[src/rtl/regfile_wb_arbiter.sv]
`default_nettype none
// ============================================================================
// Module   : regfile_wb_arbiter
// Brief    : Register-file write-port owner; clears x1..x31 after reset, then
//            round-robin arbitrates two writeback sources onto A3/WD3/RegWEn.
// Revision : 1.0 - initial release
// ============================================================================
module regfile_wb_arbiter #(
    parameter int DATA_W = 32,
    parameter int ADDR_W = 5,
    parameter int NREGS  = 32
) (
    input  logic              clock,
    input  logic              Reset,
    input  logic              init_req,
    input  logic              req0_valid,
    input  logic [ADDR_W-1:0] req0_addr,
    input  logic [DATA_W-1:0] req0_data,
    output logic              req0_ready,
    input  logic              req1_valid,
    input  logic [ADDR_W-1:0] req1_addr,
    input  logic [DATA_W-1:0] req1_data,
    output logic              req1_ready,
    output logic [ADDR_W-1:0] A3,
    output logic [DATA_W-1:0] WD3,
    output logic              RegWEn,
    output logic              grant_id,
    output logic              init_busy
);

    typedef enum logic [0:0] {
        ST_INIT = 1'b0,
        ST_RUN  = 1'b1
    } state_t;

    localparam logic [ADDR_W-1:0] C_FIRST = ADDR_W'(1);
    localparam logic [ADDR_W-1:0] C_LAST  = ADDR_W'(NREGS - 1);

    state_t            r_state;
    logic [ADDR_W-1:0] r_cnt;
    logic              r_ptr;

    logic              w_run;
    logic              w_gnt0;
    logic              w_gnt1;
    logic              w_src;
    logic [ADDR_W-1:0] w_addr;
    logic [DATA_W-1:0] w_data;

    // A pending init_req blocks grants in the same cycle it is seen.
    assign w_run  = (r_state == ST_RUN) && !init_req;
    assign w_gnt0 = w_run && req0_valid && (!req1_valid || !r_ptr);
    assign w_gnt1 = w_run && req1_valid && (!req0_valid ||  r_ptr);
    assign w_src  = w_gnt1;
    assign w_addr = w_src ? req1_addr : req0_addr;
    assign w_data = w_src ? req1_data : req0_data;

    assign req0_ready = w_gnt0;
    assign req1_ready = w_gnt1;

    always_ff @(posedge clock or posedge Reset) begin
        if (Reset) begin
            r_state   <= ST_INIT;
            r_cnt     <= C_FIRST;
            r_ptr     <= 1'b0;
            A3        <= '0;
            WD3       <= '0;
            RegWEn    <= 1'b0;
            grant_id  <= 1'b0;
            init_busy <= 1'b1;
        end else begin
            case (r_state)
                ST_INIT: begin
                    A3     <= r_cnt;
                    WD3    <= '0;
                    RegWEn <= 1'b1;
                    r_cnt  <= r_cnt + ADDR_W'(1);
                    if (r_cnt == C_LAST) begin
                        r_state   <= ST_RUN;
                        init_busy <= 1'b0;
                    end
                end
                default: begin
                    if (init_req) begin
                        r_state   <= ST_INIT;
                        r_cnt     <= C_FIRST;
                        init_busy <= 1'b1;
                        RegWEn    <= 1'b0;
                    end else if (w_gnt0 || w_gnt1) begin
                        A3       <= w_addr;
                        WD3      <= w_data;
                        grant_id <= w_src;
                        // Writes to x0 still consume the grant but never reach the file.
                        RegWEn   <= (w_addr != '0);
                        r_ptr    <= ~w_src;
                    end else begin
                        RegWEn <= 1'b0;
                    end
                end
            endcase
        end
    end

endmodule
`default_nettype wire
[config.mk]
export PLATFORM = sky130hd
export DESIGN_NAME = regfile_wb_arbiter
export DESIGN_NICKNAME = d
export VERILOG_FILES = /design/src/rtl/regfile_wb_arbiter.sv
export SDC_FILE = /design/constraint.sdc
export NUM_CORES = 1
export LEC_CHECK = 0
export CAP_MARGIN = 20
export CORE_MARGIN = 2
export CORE_UTILIZATION = 30
export CTS_CLUSTER_DIAMETER = 40
export DETAILED_ROUTE_END_ITERATION = 10
export HOLD_SLACK_MARGIN = 0.06
export PLACE_DENSITY = 0.71
export SLEW_MARGIN = 20
export SYNTH_ARGS = -nofsm -noshare
export SYNTH_HDL_FRONTEND = slang
export SYNTH_SLANG_ARGS = --single-unit
[constraint.sdc]
create_clock -name clock -period 1.7 [get_ports clock]
set_input_delay 0.17 -clock clock [delete_from_list [all_inputs] [get_ports clock]]
set_output_delay 0.17 -clock clock [all_outputs]
set_load 0.1 [all_outputs]
---- Word-level counts from Yosys, hierarchy flattened ----
Index checks and enable logic that the tools add are counted.
word-level totals
  flip-flop bits (word level) ............. 47
  input bits .............................. 79
  output and inout bits ................... 42
operators by class
  $add $sub $neg .......................... 1
  equality and inequality tests ........... 4
  multiplexer cells ....................... 19
  bitwise logic cells ..................... 2
  reduce and logical (&&, ||, !) cells .... 17
operators by type and width
  operator               count
  $mux W32               4
  $mux W5                6
  $mux W1                9
  $add A5 B1 Y5 const B  1
  $eq A5 B5 Y1 const B   1
  $logic_and A1 B1 Y1    5
  $reduce_bool A5 Y1     1
  $logic_not A1 Y1       4
  $ne A2 B2 Y1 const B   2
  $reduce_and A2 Y1      2
  $logic_or A1 B1 Y1     3
  $reduce_and A3 Y1      1
  $ne A2 B1 Y1 const B   1
  $not A1 Y1             2
  $reduce_bool A2 Y1     1

---- Longest topological paths before layout ----
  word-level depth ........................ 9
  gate-level depth with buffers ........... 5
  mapped depth without buffers ............ 4

---- Worst setup path after synthesis ----
OpenSTA, ideal clock, no wires.
  path kind ............................... register to output
  start point ............................. register r_state
  end point ............................... output req0_ready
  arrival ................................. 2.145 ns
  data required time ...................... 1.530 ns
  slack ................................... -0.615 ns
  stages on the path, launching flop included .. 4
  cell sequence ........................... dfrtp_1 > and2b_2 > nand2_1 > a21oi_1
on the way
  cells in the longest elaborated chain, start to end .. 3
ends and longest elaborated chain
  item                               RTL line  RTL
  from (decl)                        39        state_t r_state;
  from (signal assigned)             63        r_state <= ST_INIT;
  from (signal assigned)             79        r_state <= ST_RUN;
  from (signal assigned)             85        r_state <= ST_INIT;
  $logic_and A1 B1 Y1                51        assign w_run = (r_state == ST_RUN) && !init_req;
  $logic_and A1 B1 Y1 (2 in series)  52        assign w_gnt0 = w_run && req0_valid && (!req1_valid || !r_ptr);
  to (decl)                          19        output logic req0_ready,
No other way between the ends.

---- Final worst setup path ----
  start point ............................. register r_state
  end point ............................... output req1_ready
on the way
  cells in the longest elaborated chain, start to end .. 3
ends and longest elaborated chain
  item                               RTL line  RTL
  $logic_and A1 B1 Y1                51
  $logic_and A1 B1 Y1 (2 in series)  53        assign w_gnt1 = w_run && req1_valid && (!req0_valid || r_ptr);
  to (decl)                          23        output logic req1_ready,
No other way between the ends.

==> metrics.md <==
| Metric | Value |
|---|---|
| Crit path max-delay family | flip-flops |
| Most used cell, CP | buf_12 |
| Remaining Overflow, GRT | 0 |
| Dpl ws | -91.3 ps |
| Routability cong. | 0.751 |
| Status | complete, no violations |
| Synth Cell Area | 2680 sq um |
| Detail Route Antenna Nets | 0 |
| Slew Viols, Final | 0 |
| Top sig layer | met4 |
| Post-Syn Instances | 265 |
| Die height | 98.6 um |
| Initial antenna violation count | 0 |
| Die area | 9710 sq um |
| Cell row count | 34 |
| Drt first pass iters | 4 |
| Compound-Gate Fraction of Synth Area | 31.7% |
| Final non-filler cell area | 4230 sq um |
| RSZ-0062 raised after global routing | no |
| WP data required | 1530 ps |
| CTS H-Tree Depth | 2 |
| Tot Pwr | 0.00486 W |
| Slew HR | 68.6% |
| Period utilisation layout | 95.2% |
| Worst hold path class | in -> async |
| Main synth FF type | dfrtp_1 |
| Max cap viols | 0 |
| WL met3 | 470 um |
| Power Dens Cells | 1150 nW/um^2 |
| Mean Syn Cell Area | 10.1 sq um |
| NumNets Final | 471 |
| Share of cells above drive strength 1 | 27.6% |
| Max incr delay on CP | 410 ps |
| Worst-Skew Late Latency | 300 ps |
| Hold Fails Final Rpt | 0 |
| Synth Area in Adders | 0.933% |
| Post-synthesis xor/xnor area fraction | 0.653% |
| Root buffer cell | clkbuf_8 |
| Slew at the pin with the worst max-slew slack | 470 ps |
| Initial DRC count | 109 |
| CTS Buffer Depth | 2 |
| Dpl hpwl | 6200 um |
| Routed wire length | 8030 um |
| Synth Register Bits | 47 |
| Worst setup margin | 81.7 ps |
| Vias in the first global route | 2696 |
| Slowest cell on the critical path | dfrtp_2 |
| Core Util, Final | 48.7% |
| # port buffers | 120 |
| Post-DR vias/cell | 5.09 |
| Sequential-to-total area share from yosys stat | 43.9% |
| WP buf/inv | 2 |
| Core Box Area | 8680 sq um |
| Arrival time worst endpoint | 1450 ps |
| Worst IR drop on VDD | 0.000414 V |
| Layout filler cell count | 834 |
| N_diodes | 0 |
| Metal-1 WL | 3220 um |
| Crit path kind | reg -> out |
| CP Max Fanout | 19 |
| Count of cell types in the netlist | 35 |
| DR vias | 2542 |
| Clock sinks | 47 |
| Largest family of logic cells by synthesized area | compound AO/OA/AOI/OAI gates |
| Largest net degree at the start of global routing | 48 |
| Synthesized Nets | 346 |
| Endpoint class of the critical path | output pin |
| CTS clock-pin slew for the worst setup and hold paths | 90 ps |
| Final setup viols | 0 |
| Post-synth EDFFs | 0 |
| Asr flop ratio synth | 100% |
| Num CTS Buffers | 5 |
| Post-DP Area | 4110 sq um |
| Die Wd | 98.6 um |
| Max Freq | 618 MHz |
| DR WL met2 | 4220 um |
| Yosys warns | 0 |
| Starting Density | 30.9% |
| Simple-gate portion of the synthesized area | 11.2% |
| Io pins | 121 |
| Clock skew | 9.39 ps |
| Static Leak | 1.87 nW |
| Post-synthesis mux area share | 0.373% |
| Tmin final | 1620 ps |
| Layout area overhead | 57.5% |
| TNS Setup | 0 ps |
| Setup crit start kind | flip-flop |
| First-pass GRT wire length | 13300 um |
| TritonCTS clock tree | yes |
| Most frequent cells in the layout | 77 x clkdlybuf4s50_1, 57 x buf_4, 44 x dfrtp_1 |
| Cell Chain, Critical Path | and3b_2 > and2_4 > buf_12 > buf_12 |
| DRC viols | 0 |
| # hold bufs at CTS | 0 |
| Total Routing Usage GR | 16.8% |
| Most common cell after layout, fill and taps aside | clkdlybuf4s50_1 |
| Wirelength per Cell | 16.1 um |
-- where the power goes --
group          total, W  switching, W  leakage (nW)  internal, W
sequential      0.00156      0.000200         0.620      0.00136
clock          0.000741      0.000371        0.0505     0.000370
combinational   0.00256       0.00167          1.20     0.000890
total           0.00486       0.00224          1.87      0.00262
-- state kept, by name, indices dropped and copies added (netlist names) --
signal	flops
WD3	32
A3	5
r_cnt	5
RegWEn	1
grant_id	1
init_busy	1
r_ptr	1
r_state	1
-- Yosys cell counts, drive strengths merged (4+ instances only) --
master	instances	area share (%)
dfrtp	45	42
inv	40	5.6
nand3	38	7.1
o311ai	37	18
o211ai	32	9.0
buf	16	3.9
clkbuf	12	1.7
a31oi	5	1.2
nand2	5	0.70
a21oi	4	0.75
nor2b	4	0.93
-- repair_timing --
action / 4_1_cts / 5_1_grt
endpoints found under the setup margin: 2 / 1
cloned: 0 / 0
setup buffers: 1 / 0
gates resized for setup: 4 / 1
pin swaps: 0 / 0
-- metal layers --
layer | GRT usage, % | up-vias
li1 | - | 1236
met1 | 20.1 | 1205
met2 | 30.7 | 87
met3 | 3.69 | 14
met4 | 3.79 | 0
met5 | 0 | -
-- worst min-delay path: cells and delay by family --
family	cells	cell delay, ps
buffers and inverters	3	730
-- kinds of logic (layout without fill, tap and decap cells) --
family | after synthesis | count (layout)
multiplexers | 1 | 1
AND/OR/NAND/NOR | 57 | 57
XOR/XNOR | 2 | 2
flip-flops | 47 | 47
buffers and inverters | 68 | 194
adder cells (fa/ha/maj) | 2 | 2
AO/OA/AOI/OAI | 88 | 88
-- final timing paths --
check,start,cells after the start,slack [ps],to
worst max-delay path,r_state,4,80,req1_ready
worst min-delay path,Reset,3,220,r_cnt[2]
worst max register to register,r_state,5,260,RegWEn
worst min register to register,r_cnt[0],2,490,r_cnt[0]
max in group asynchronous,Reset,3,1210,r_cnt[0]
min in group clock,req0_data[13],3,450,WD3[13]
-- stage by stage --
stage                     std cells  hold WS (ps)
final                           499           220
after global routing            499           240
after global placement          490           468
after floorplan                 265           317
after detailed placement        490           477
after CTS                       499           230
-- final cells by class --
cell class              count  area (sq um)  area share (%)
flip-flops and latches     47          1180            27.9
clock inverters             1          7.51           0.178
inverters                  40           150            3.55
multi-input cells         150          1230            29.1
well taps                 108           135            3.20
clock buffers               7          96.3            2.28
repair buffers            146          1430            33.8
No activity file was read; power rests on OpenSTA's default activity.
